**src/rtl/fetch_unit_pkg.sv**
```systemverilog
// fetch_unit_pkg: opcode constants, sequencer states and data-path opcode classifier
package fetch_unit_pkg;
  localparam logic [7:0] OP_NOP = 8'h00;
  localparam logic [7:0] OP_LD  = 8'h01;
  localparam logic [7:0] OP_LDI = 8'h02;
  localparam logic [7:0] OP_ST  = 8'h03;
  localparam logic [7:0] OP_ADD = 8'h04;
  localparam logic [7:0] OP_INC = 8'h05;
  localparam logic [7:0] OP_DEC = 8'h06;
  localparam logic [7:0] OP_JMP = 8'h10;
  localparam logic [7:0] OP_JMA = 8'h11;
  localparam logic [7:0] OP_CLL = 8'h12;
  localparam logic [7:0] OP_RET = 8'h13;
  localparam logic [7:0] OP_RST = 8'hFF;

  typedef enum logic [1:0] {FETCH, ISSUE, HALT} state_t;

  function automatic logic is_datapath_opcode(input logic [7:0] op);
    return op inside {OP_LD, OP_LDI, OP_ST, OP_ADD, OP_INC, OP_DEC};
  endfunction
endpackage

```
**src/rtl/fetch_unit_return_stack.sv**
```systemverilog
// return_stack: return-address LIFO with synchronous push and combinational top read
module return_stack #(
  parameter int DEPTH = 4,
  parameter int W = 8
) (
  input  logic         clk,
  input  logic         rst,
  input  logic         push,
  input  logic         pop,
  input  logic [W-1:0] push_data,
  output logic [W-1:0] top,
  output logic         full,
  output logic         empty
);
  localparam int PW = $clog2(DEPTH);
  logic [PW:0]  sp;
  logic [W-1:0] mem [DEPTH];
  assign full  = sp == (PW+1)'(DEPTH);
  assign empty = sp == '0;
  assign top   = mem[PW'(sp - 1'b1)];
  always_ff @(posedge clk) begin
    if (rst) sp <= '0;
    else if (push && !full) sp <= sp + 1'b1;
    else if (pop && !empty) sp <= sp - 1'b1;
  end
  always_ff @(posedge clk) begin
    if (!rst && push && !full) mem[sp[PW-1:0]] <= push_data;
  end
endmodule

```
**src/rtl/fetch_unit.sv**
```systemverilog
// fetch_unit: instruction sequencer resolving control flow and issuing data-path ops over valid/ready
module fetch_unit
  import fetch_unit_pkg::*;
#(
  parameter int ADDR_BITS   = 8,
  parameter int WORD_WIDTH  = 24,
  parameter int STACK_DEPTH = 4
) (
  input  logic                  clk,
  input  logic                  rst,
  output logic [ADDR_BITS-1:0]  rom_addr,
  input  logic [WORD_WIDTH-1:0] rom_data,
  input  logic                  acc_nz,
  output logic                  instr_valid,
  output logic [7:0]            instr_opcode,
  output logic [15:0]           instr_operand,
  input  logic                  instr_ready,
  output logic                  halted,
  output logic                  error
);
  state_t state, state_n;
  logic [ADDR_BITS-1:0] pc, pc_n, pc_inc, target, top;
  logic [7:0]  op, op_n;
  logic [15:0] opd_n;
  logic valid_n, halted_n, error_n, push, pop, full, empty;
  assign op       = rom_data[WORD_WIDTH-1 -: 8];
  assign target   = rom_data[ADDR_BITS-1:0];
  assign pc_inc   = pc + 1'b1;
  assign rom_addr = pc;
  return_stack #(.DEPTH(STACK_DEPTH), .W(ADDR_BITS)) u_stack (
    .clk(clk), .rst(rst), .push(push), .pop(pop), .push_data(pc_inc),
    .top(top), .full(full), .empty(empty)
  );
  always_comb begin
    state_n  = state;
    pc_n     = pc;
    valid_n  = instr_valid;
    op_n     = instr_opcode;
    opd_n    = instr_operand;
    halted_n = halted;
    error_n  = error;
    push     = 1'b0;
    pop      = 1'b0;
    case (state)
      FETCH: begin
        case (op)
          OP_NOP: pc_n = pc_inc;
          OP_JMP: pc_n = target;
          OP_JMA: pc_n = acc_nz ? target : pc_inc;
          OP_CLL: begin
            push     = !full;
            pc_n     = full ? pc : target;
            error_n  = error | full;
            halted_n = halted | full;
            state_n  = full ? HALT : FETCH;
          end
          OP_RET: begin
            pop      = !empty;
            pc_n     = empty ? pc : top;
            error_n  = error | empty;
            halted_n = halted | empty;
            state_n  = empty ? HALT : FETCH;
          end
          OP_RST: begin
            halted_n = 1'b1;
            state_n  = HALT;
          end
          default: begin
            if (is_datapath_opcode(op)) begin
              op_n    = op;
              opd_n   = rom_data[15:0];
              valid_n = 1'b1;
              pc_n    = pc_inc;
              state_n = ISSUE;
            end else begin
              error_n  = 1'b1;
              halted_n = 1'b1;
              state_n  = HALT;
            end
          end
        endcase
      end
      ISSUE: begin
        valid_n = !instr_ready;
        state_n = instr_ready ? FETCH : ISSUE;
      end
      default: halted_n = 1'b1;
    endcase
  end
  always_ff @(posedge clk) begin
    if (rst) begin
      state         <= FETCH;
      pc            <= '0;
      instr_valid   <= 1'b0;
      instr_opcode  <= '0;
      instr_operand <= '0;
      halted        <= 1'b0;
      error         <= 1'b0;
    end else begin
      state         <= state_n;
      pc            <= pc_n;
      instr_valid   <= valid_n;
      instr_opcode  <= op_n;
      instr_operand <= opd_n;
      halted        <= halted_n;
      error         <= error_n;
    end
  end
endmodule

```
**config.mk**
```make
export PLATFORM = sky130hd
export DESIGN_NAME = fetch_unit
export DESIGN_NICKNAME = d
export VERILOG_FILES = /design/src/rtl/fetch_unit_pkg.sv /design/src/rtl/fetch_unit_return_stack.sv /design/src/rtl/fetch_unit.sv
export SDC_FILE = /design/constraint.sdc
export NUM_CORES = 1
export LEC_CHECK = 0
export CORE_MARGIN = 2
export CORE_UTILIZATION = 35
export DETAILED_ROUTE_END_ITERATION = 8
export PLACE_DENSITY = 0.57
export SLEW_MARGIN = 20
export SYNTH_ARGS = -nofsm -noshare
export SYNTH_HDL_FRONTEND = slang
export SYNTH_SLANG_ARGS = --single-unit
export TNS_END_PERCENT = 30
```
**constraint.sdc**
```tcl
create_clock -name clk -period 2.8 [get_ports clk]
set_clock_uncertainty 0.05 [all_clocks]
set_input_delay 0.7 -clock clk [delete_from_list [all_inputs] [get_ports clk]]
set_output_delay 0.7 -clock clk [all_outputs]
set_load 0.01 [all_outputs]
```
==> results.sh, run 1 <==
export IMPL_synth_area_per_cell_um2=10.4
export IMPL_cts_resized=0
export IMPL_synth_yosys_seq_area_share_pct=53.9
export IMPL_grt_pass1_vias=2613
export IMPL_hold_path_class="flip-flop to flip-flop"
export IMPL_synth_nets=349
export IMPL_postCtsSetupRepairBufs=0
export IMPL_max_cap_violations=0
export IMPL_end_kind="flip-flop"
export IMPL_core_area_um2=9150
export IMPL_dieArea_um2=10100
export IMPL_hold_buffers=0
export IMPL_portBuffers=62
export IMPL_layout_nets=425
export IMPL_cp_cell_sequence="inv_1 > ha_1 > buf_4 > nor2b_1 > a2111oi_0 > o31ai_1 > o211ai_1 > a21oi_1"
export IMPL_drt_iter0_markers=105
export IMPL_startpoint_type="flip-flop"
export IMPL_postPlaceCellArea_um2=4160
export IMPL_holdPathStages=2
export IMPL_ys_flop_type="dfxtp_1"
export IMPL_crit_type="flip-flop to flip-flop"
export IMPL_power_density_nw_per_um2=452
export IMPL_io_pin_count=63
export IMPL_stdcell_area_um2=4330
export IMPL_slowest_stage="ha_1"
export IMPL_required_ps=2970
export IMPL_vdd_ir_drop_max_v=0.000250
export IMPL_p_total_mw=1.96
export IMPL_chipWidth_um=101
export IMPL_firstDrtPassIters=4
export IMPL_synth_seq_cells=72
export IMPL_rows=35
export IMPL_synth_cell_types=50
export IMPL_p_leak_nw=1.55
export IMPL_relSlewSlack_pct=63.7
export IMPL_syn_inst=315
export IMPL_die_h_um=101
export IMPL_period_minus_slack_ps=2350
export IMPL_dp_hpwl_mm=5.90
export IMPL_ctsLongestPathBuffers=2
export IMPL_synthArstFlopShare_pct=0
export IMPL_clkLatencyLatePin_ps=350
export IMPL_status="completed"
export IMPL_wl_per_cell_um=15.9
export IMPL_grt_overflow=0
export IMPL_worst_slew_pin_slew_ps=541
export IMPL_setup_tns_final_ps=0
export IMPL_netlist_area_um2=3270
export IMPL_routed_wl_mm=8.05
export IMPL_nFillCells=868
export IMPL_r2r_cells=8
export IMPL_min_from="instr_operand[9]"
export IMPL_timing_final_crit_share_pct=84.0
export IMPL_rrSetupSlack_ps=450
export IMPL_synth_edf_count=32
export IMPL_grt_max_degree=33
export IMPL_areaGrowthSynthToFinish_pct=32.7
export IMPL_setup_viol_count_final=0
export IMPL_rsz0062_at_grt="no"
export IMPL_final_hold_viol_count=0
export IMPL_drc=0
export IMPL_cts_made_buffers=9
export IMPL_synth_top_area_cell="edfxtp_1"
export IMPL_crit_family="compound AO/OA/AOI/OAI gates"
export IMPL_cts_sinks=72
export IMPL_via_per_inst=5.17
export IMPL_worst_endpoint_arrival_ps=2520
export IMPL_start_util_pct=35.7
export IMPL_hold_end="instr_operand[9]"
export IMPL_fmax_mhz=425
export IMPL_yosys_area_top_type_share_pct=29.4
export IMPL_path_buf_inv=2
export IMPL_antenna_found_initial=0
export IMPL_num_antenna_cells=0
export IMPL_reg2reg_to="rom_addr[7]"
export IMPL_grt_pass1_wl_mm=13.1
export IMPL_path_clk_slew_ps=80
export IMPL_finalMaxSlewViolations=0
export IMPL_drive_gt1_share_pct=11.9
export IMPL_root_buffer="clkbuf_8"
export IMPL_r2r_start="u_stack.sp[1]"
export IMPL_cts_tree="done"
export IMPL_htree_levels=3
export IMPL_max_stage_delay_ps=630
export IMPL_globalplace_congestion=0.872
export IMPL_track_usage_pct=16.5
export IMPL_critPathMaxFanout=11
export IMPL_ys_warn_count=0
export IMPL_synth_area_top_cells="edfxtp_1 29%, dfxtp_1 25%, nand2_1 6.0%"
export IMPL_vias=2623
export IMPL_ant_nets=0
==> worst max-delay path by stage <==
stage | startpoint | endpoint | slack (ps) | cells past startpoint
floorplan | u_stack.sp[0] | rom_addr[6] | 370 | 10
global placement | rom_data[22] | u_stack.mem[1][4] | 200 | 6
detailed placement | rom_data[22] | u_stack.mem[2][4] | 200 | 6
CTS | u_stack.sp[1] | rom_addr[6] | 420 | 7
global route | u_stack.sp[1] | rom_addr[3] | 260 | 8
finish | u_stack.sp[1] | rom_addr[7] | 450 | 8
==> area by class of cell <==
class	count	area, um^2	share of cell area [%]
Tap cell	111	139	3.21
Clock buffer	9	124	2.86
Clock inverter	7	47.5	1.10
Timing Repair Buffer	83	841	19.4
Inverter	11	41.3	0.953
Multi-Input combinational cell	214	1380	31.8
Sequential cell	72	1760	40.7
==> layout by cell type, fill, tap and decap left out, types with 3 or more instances in the layout <==
cell	Yosys	layout
nand3_1	8	8
a221o_1	3	3
xnor2_1	5	5
and3_1	12	12
buf_4	2	16
clkdlybuf4s50_1	0	62
a21oi_1	30	30
mux2i_1	10	10
a221oi_1	3	3
dfxtp_1	40	40
mux4_2	4	4
clkbuf_8	0	9
o21ai_0	11	11
nand2_1	52	52
edfxtp_1	32	32
inv_1	10	10
nor3_1	7	7
a21o_1	4	4
nor2_1	12	12
a31oi_1	4	4
buf_12	0	5
ha_1	6	6
nor2b_1	5	5
clkinv_2	0	3
and2_1	3	3
==> stage by stage <==
| stage | util, % | setup slack [ps] | hold WS (ps) | cells |
|---|---|---|---|---|
| after detailed placement | 45.5 | 204 | 396 | 491 |
| final | 47.3 | 447 | 403 | 507 |
| after floorplan | - | 369 | 420 | 315 |
| after CTS | 47.3 | 418 | 407 | 507 |
| after global routing | 47.3 | 260 | 433 | 507 |
| after global placement | 45.5 | 203 | 384 | 491 |
==> where the power goes <==
part	switching (mW)	internal (mW)	total (mW)
Sequential	0.00511	1.09	1.10
Combinational	0.0664	0.0668	0.133
Clock	0.407	0.321	0.728
==> kinds of logic after synthesis <==
family                     share of synthesized area (%)
AOI/OAI and AO/OA                                   14.6
buffers and inverters                               3.83
and+or+nand+nor                                     17.5
adders and majority gates                           2.30
xor gates and xnor gates                            1.61
DFF                                                 53.9
muxes                                               6.28
==> flip-flops by register name, summed over array words and instances (netlist names) <==
register and cells:
halted 1, u_stack.mem 32, rom_addr 8, instr_operand 16, u_stack.sp 3, error 1
instr_valid 1, state 2, instr_opcode 8
==> synthesized netlist by cell type (6+ instances only) <==
master,instances
ha_1,6
nor3_1,7
dfxtp_1,40
nor2_1,12
edfxtp_1,32
o21ai_0,11
nand2_1,52
nand3_1,8
mux2i_1,10
buf_2,7
inv_1,10
clkbuf_1,9
and3_1,12
a21oi_1,30
==> worst min-delay path, cell delays in order, from the launching register on <==
cell and delay, ps:
dfxtp_1 310, nand2_1 50, a21oi_1 50
==> per-layer routing <==
layer  up-vias  routed length, um  track usage, %
met5         -                  0               0
met4         0                 90            4.95
met3         9                350            4.16
met2        70               3900            27.5
met1      1250               3710            21.1
li1       1294                  -               -
Power figures use the tool's default switching activity.
==> inputs of run 2 (changes only) <==
Settings changed: PLACE_DENSITY 0.57 to 0.59.
Clock period 2.8 ns to 2.1 ns, I/O delays scaled along.
==> run 2 against run 1 <==
Global-route usage grew 1.2 points. Setup slack worse by 400 ps. Critical path type is now input pin to flip-flop. Die area is the same. Critical path depth is 2 lower. Clock-buffer cell count unchanged. Flip-flop and latch count unchanged. Cell count increased by 5.5%. Largest power group unchanged. Clock power increased by 68%.
==> results.sh, run 2 (synthesis gave the netlist of run 1 again) <==
export IMPL_status="completed"
export IMPL_slowest_stage="clkdlybuf4s50_1"
export IMPL_p_sw_mw=0.654
export IMPL_final_hold_viol_count=0
export IMPL_relSlewSlack_pct=74.3
export IMPL_switching_share_pct=22.7
export IMPL_hold_buffers=0
export IMPL_power_density_nw_per_um2=625
export IMPL_end_kind="flip-flop"
export IMPL_worst_endpoint_arrival_ps=2060
export IMPL_multiInputGateArea_um2=1420
export IMPL_ant_nets=0
export IMPL_setup_viol_count_final=0
export IMPL_seqPwrFrac_pct=50.7
export IMPL_ctsLongestPathBuffers=2
export IMPL_mostFrequentLayoutCell="clkdlybuf4s50_1"
export IMPL_critPathMaxFanout=8
export IMPL_holdWs_ps=404
export IMPL_cts_tree="done"
export IMPL_crit_type="input pin to flip-flop"
export IMPL_dp_hpwl_mm=6.46
export IMPL_track_usage_pct=17.8
export IMPL_max_stage_delay_ps=550
export IMPL_intPower_mw=2.23
export IMPL_chipWidth_um=101
export IMPL_fmax_mhz=488
export IMPL_io_pin_count=63
export IMPL_htree_levels=3
export IMPL_cts_made_buffers=9
export IMPL_required_ps=2110
export IMPL_root_buffer="clkbuf_8"
export IMPL_stdcell_area_um2=4620
export IMPL_startpoint_type="input pin"
export IMPL_comb_power_share_pct=7.1
export IMPL_drc=0
export IMPL_regArea_um2=1770
export IMPL_firstDrtPassIters=4
export IMPL_rsz0062_at_grt="yes"
export IMPL_drive_gt1_share_pct=20.0
export IMPL_fin_util_pct=50.5
export IMPL_nFillCells=879
export IMPL_wl_per_cell_um=16.1
export IMPL_rows=35
export IMPL_finalMaxSlewViolations=0
export IMPL_portBuffers=62
export IMPL_p_leak_nw=1.74
export IMPL_hold_path_class="flip-flop to flip-flop"
export IMPL_cp_cell_sequence="clkdlybuf4s50_1 > nor2b_2 > nand2_2 > nor3_4 > and3_4 > buf_6"
export IMPL_timing_final_crit_share_pct=97.6
export IMPL_antenna_found_initial=0
export IMPL_clockPowerShare_pct=42.2
export IMPL_layout_common_cells="57 x clkdlybuf4s50_1, 52 x nand2_1, 43 x buf_4"
export IMPL_die_h_um=101
export IMPL_worst_slew_pin_slew_ps=375
export IMPL_areaGrowthSynthToFinish_pct=41.5
export IMPL_p_total_mw=2.89
export IMPL_core_area_um2=9150
export IMPL_via_per_inst=5.10
export IMPL_period_minus_slack_ps=2050
export IMPL_layout_nets=453
export IMPL_grt_overflow=0
export IMPL_postPlaceCellArea_um2=4330
export IMPL_drt_iter0_markers=158
export IMPL_vdd_ir_drop_max_v=0.000376
export IMPL_largest_reg_flops=32
export IMPL_vias=2729
export IMPL_dpl_cell_count=518
export IMPL_routed_wl_mm=8.59
export IMPL_grt_max_degree=26
export IMPL_start_util_pct=35.7
export IMPL_clkLatencyLatePin_ps=350
export IMPL_dieArea_um2=10100
export IMPL_num_antenna_cells=0
export IMPL_globalplace_congestion=0.823
export IMPL_instances_no_fill=535
export IMPL_max_cap_violations=0
export IMPL_grt_pass1_wl_mm=13.8
export IMPL_path_clk_slew_ps=80
export IMPL_cts_sinks=72
export IMPL_grt_pass1_vias=2745
-- run 2: power by group through the flow --
stage	combinational, mW	sequential [mW]	clock, mW
after floorplan	0.0686	1.50	0
after global placement	0.201	1.50	0
after detailed placement	0.203	1.50	0
after CTS	0.204	1.46	1.25
after global routing	0.223	1.47	1.32
final	0.205	1.46	1.22
-- run 2: timing repair --
item,CTS,global route
endpoints found under the setup margin,30,66
setup buffers,0,1
resized for setup,2,17
pin swaps,1,5
-- run 2: layout make-up --
class                   instances  share of cell area (%)
flip-flops and latches         72                    38.2
clock inverters                 7                    2.09
clock buffers                   9                    2.68
repair buffers                111                    22.5
inverters                      11                   0.894
well taps                     111                    3.01
multi-input cells             214                    30.6
-- run 2: per-stage QoR --
| step | TNS [ps] | setup slack [ps] |
|---|---|---|
| after floorplan | 0 | 8.07 |
| after global placement | -22060 | -368 |
| after detailed placement | -23310 | -391 |
| after CTS | 0 | 2.64 |
| after global routing | -424 | -31.8 |
| final | 0 | 51.0 |
-- run 2: path summary, 6_finish.rpt --
path	endpoint	slack, ps	depth (start not counted)	start
worst max-delay path	u_stack.mem[1][1]	50	6	rom_data[20]
worst min-delay path	instr_operand[11]	400	2	instr_operand[11]
worst max register to register	rom_addr[7]	60	8	u_stack.sp[0]
worst min register to register	instr_operand[11]	400	2	instr_operand[11]
-- run 2: metal layers --
| metal | vias to the layer above | global-route usage (%) | wire length, um |
|---|---|---|---|
| met5 | - | 0 | 0 |
| met4 | 0 | 6.32 | 149 |
| met3 | 12 | 4.23 | 439 |
| met2 | 60 | 28.0 | 4170 |
| met1 | 1310 | 23.8 | 3830 |
| li1 | 1347 | - | - |
-- run 2: critical path, delay by kind of cell --
family	cells	cell delay (ps)
buffers and inverters	2	690
AND/OR/NAND/NOR	4	840
==> inputs of run 3 (changes only) <==
Settings changed: PLACE_DENSITY 0.59 to default.
==> run 3 against run 2 <==
Routed wire length increased by 3.2%. Die area stayed put. Utilization up 0.12 points. Clock power fell by 14%. Critical path type unchanged. Critical endpoint is now rom_addr[2].
==> results.sh, run 3 (synthesis gave the netlist of run 1 again) <==
export IMPL_grt_overflow=0
export IMPL_postLayoutSetupSlackWorst_ps=85.3
export IMPL_top_usage_layer="met2"
export IMPL_instances_no_fill=544
export IMPL_vias=2788
export IMPL_p_total_mw=2.73
export IMPL_critPathMaxFanout=8
export IMPL_mostFrequentLayoutCell="clkdlybuf4s50_1"
export IMPL_rows=35
export IMPL_rsz0062_at_grt="no"
export IMPL_track_usage_pct=17.9
export IMPL_dpl_cell_count=525
export IMPL_die_h_um=101
export IMPL_place_ws_ps=-370
export IMPL_finalMaxSlewViolations=0
export IMPL_antenna_found_initial=0
export IMPL_start_util_pct=35.7
export IMPL_hold_path_class="flip-flop to flip-flop"
export IMPL_status="completed"
export IMPL_drive_gt1_share_pct=19.9
export IMPL_cts_sinks=72
export IMPL_layout_common_cells="58 x clkdlybuf4s50_1, 53 x buf_4, 52 x nand2_1"
export IMPL_end_kind="flip-flop"
export IMPL_num_antenna_cells=0
export IMPL_worst_slew_pin_slew_ps=481
export IMPL_final_hold_viol_count=0
export IMPL_dp_hpwl_mm=6.59
export IMPL_setup_tns_final_ps=0
export IMPL_layout_nets=462
export IMPL_core_area_um2=9150
export IMPL_grt_pass1_wl_mm=13.8
export IMPL_met3_usage_pct=3.95
export IMPL_max_cap_violations=0
export IMPL_p_leak_nw=1.78
export IMPL_ant_nets=0
export IMPL_cts_tree="done"
export IMPL_routed_wl_mm=8.87
export IMPL_use_met1_pct=24.6
export IMPL_power_density_nw_per_um2=589
export IMPL_cp_cell_sequence="clkdlybuf4s50_1 > and3b_1 > o21ai_0 > buf_4 > and3b_2 > buf_4 > o21ai_0 > a31oi_1"
export IMPL_via_per_inst=5.13
export IMPL_firstDrtPassIters=4
export IMPL_crit_type="input pin to flip-flop"
export IMPL_max_stage_delay_ps=480
export IMPL_worst_endpoint_arrival_ps=2230
export IMPL_cts_made_buffers=9
export IMPL_clkLatencyLatePin_ps=340
export IMPL_portBuffers=62
export IMPL_dieArea_um2=10100
export IMPL_chipWidth_um=101
export IMPL_fin_util_pct=50.6
export IMPL_timing_final_crit_share_pct=95.9
export IMPL_ctsLongestPathBuffers=2
export IMPL_drt_iter0_markers=124
export IMPL_grt_max_degree=24
export IMPL_required_ps=2310
export IMPL_slowest_stage="clkdlybuf4s50_1"
export IMPL_htree_levels=3
export IMPL_wl_per_cell_um=16.3
export IMPL_drc=0
export IMPL_vdd_ir_drop_max_v=0.000274
export IMPL_io_pin_count=63
export IMPL_gr_usage_met2_pct=28.4
export IMPL_areaGrowthSynthToFinish_pct=41.8
export IMPL_relSlewSlack_pct=67.7
export IMPL_period_minus_slack_ps=2010
export IMPL_grt_pass1_vias=2716
export IMPL_root_buffer="clkbuf_8"
export IMPL_globalplace_congestion=0.858
export IMPL_path_clk_slew_ps=80
export IMPL_startpoint_type="input pin"
export IMPL_fmax_mhz=496
export IMPL_largest_reg_flops=32
export IMPL_setup_viol_count_final=0
run 3: path summary, 6_finish.rpt:
path	start	end	slack, ps	cells after the start
min reg2reg	halted	halted	400	2
max	rom_data[20]	rom_addr[2]	90	8
max reg2reg	u_stack.sp[0]	rom_addr[7]	120	8
min	halted	halted	400	2
run 3: routing by layer:
metal / vias to the layer above / share of wire [%] / routed length [um]
met4: 0 / 1.2 / 110
met2: 60 / 47 / 4160
met3: 8 / 3.8 / 341
met5: - / 0 / 0
li1: 1370 / - / -
met1: 1350 / 48 / 4260
run 3: layout make-up:
| cell class | instances | area [um^2] |
|---|---|---|
| multi-input combinational | 214 | 1420 |
| clock inverter | 7 | 62.6 |
| sequential | 72 | 1770 |
| timing repair buffer | 120 | 1080 |
| tap | 111 | 139 |
| clock buffer | 9 | 124 |
| fill | 839 | 4520 |
| inverter | 11 | 41.3 |
run 3: worst max-delay path, delay by kind of cell:
| kind | cells | cell delay (ps) |
|---|---|---|
| AND/OR/NAND/NOR | 2 | 410 |
| buffers and inverters | 3 | 800 |
| AO/OA/AOI/OAI | 3 | 490 |
run 3: what timing repair did:
| item | 4_1_cts | 5_1_grt |
|---|---|---|
| pin swaps | 0 | 3 |
| hold buffers | 0 | 0 |
| resized for setup | 1 | 15 |
| setup endpoints to repair | 1 | 68 |
| setup buffers | 0 | 1 |
| cloned | 0 | 2 |
run 3: per-stage QoR:
stage | hold WS (ps) | instance area (um^2)
2_1_floorplan | 420 | 3280
3_3_place_gp | 385 | 4360
3_5_place_dp | 393 | 4360
4_1_cts | 405 | 4550
5_1_grt | 427 | 4630
6_report | 402 | 4630
run 3: where the power goes:
group	switching, mW	internal, mW	leakage, nW
registers	0.00616	1.46	0.644
logic	0.100	0.112	1.05
clock network	0.513	0.536	0.0917
total	0.620	2.11	1.78
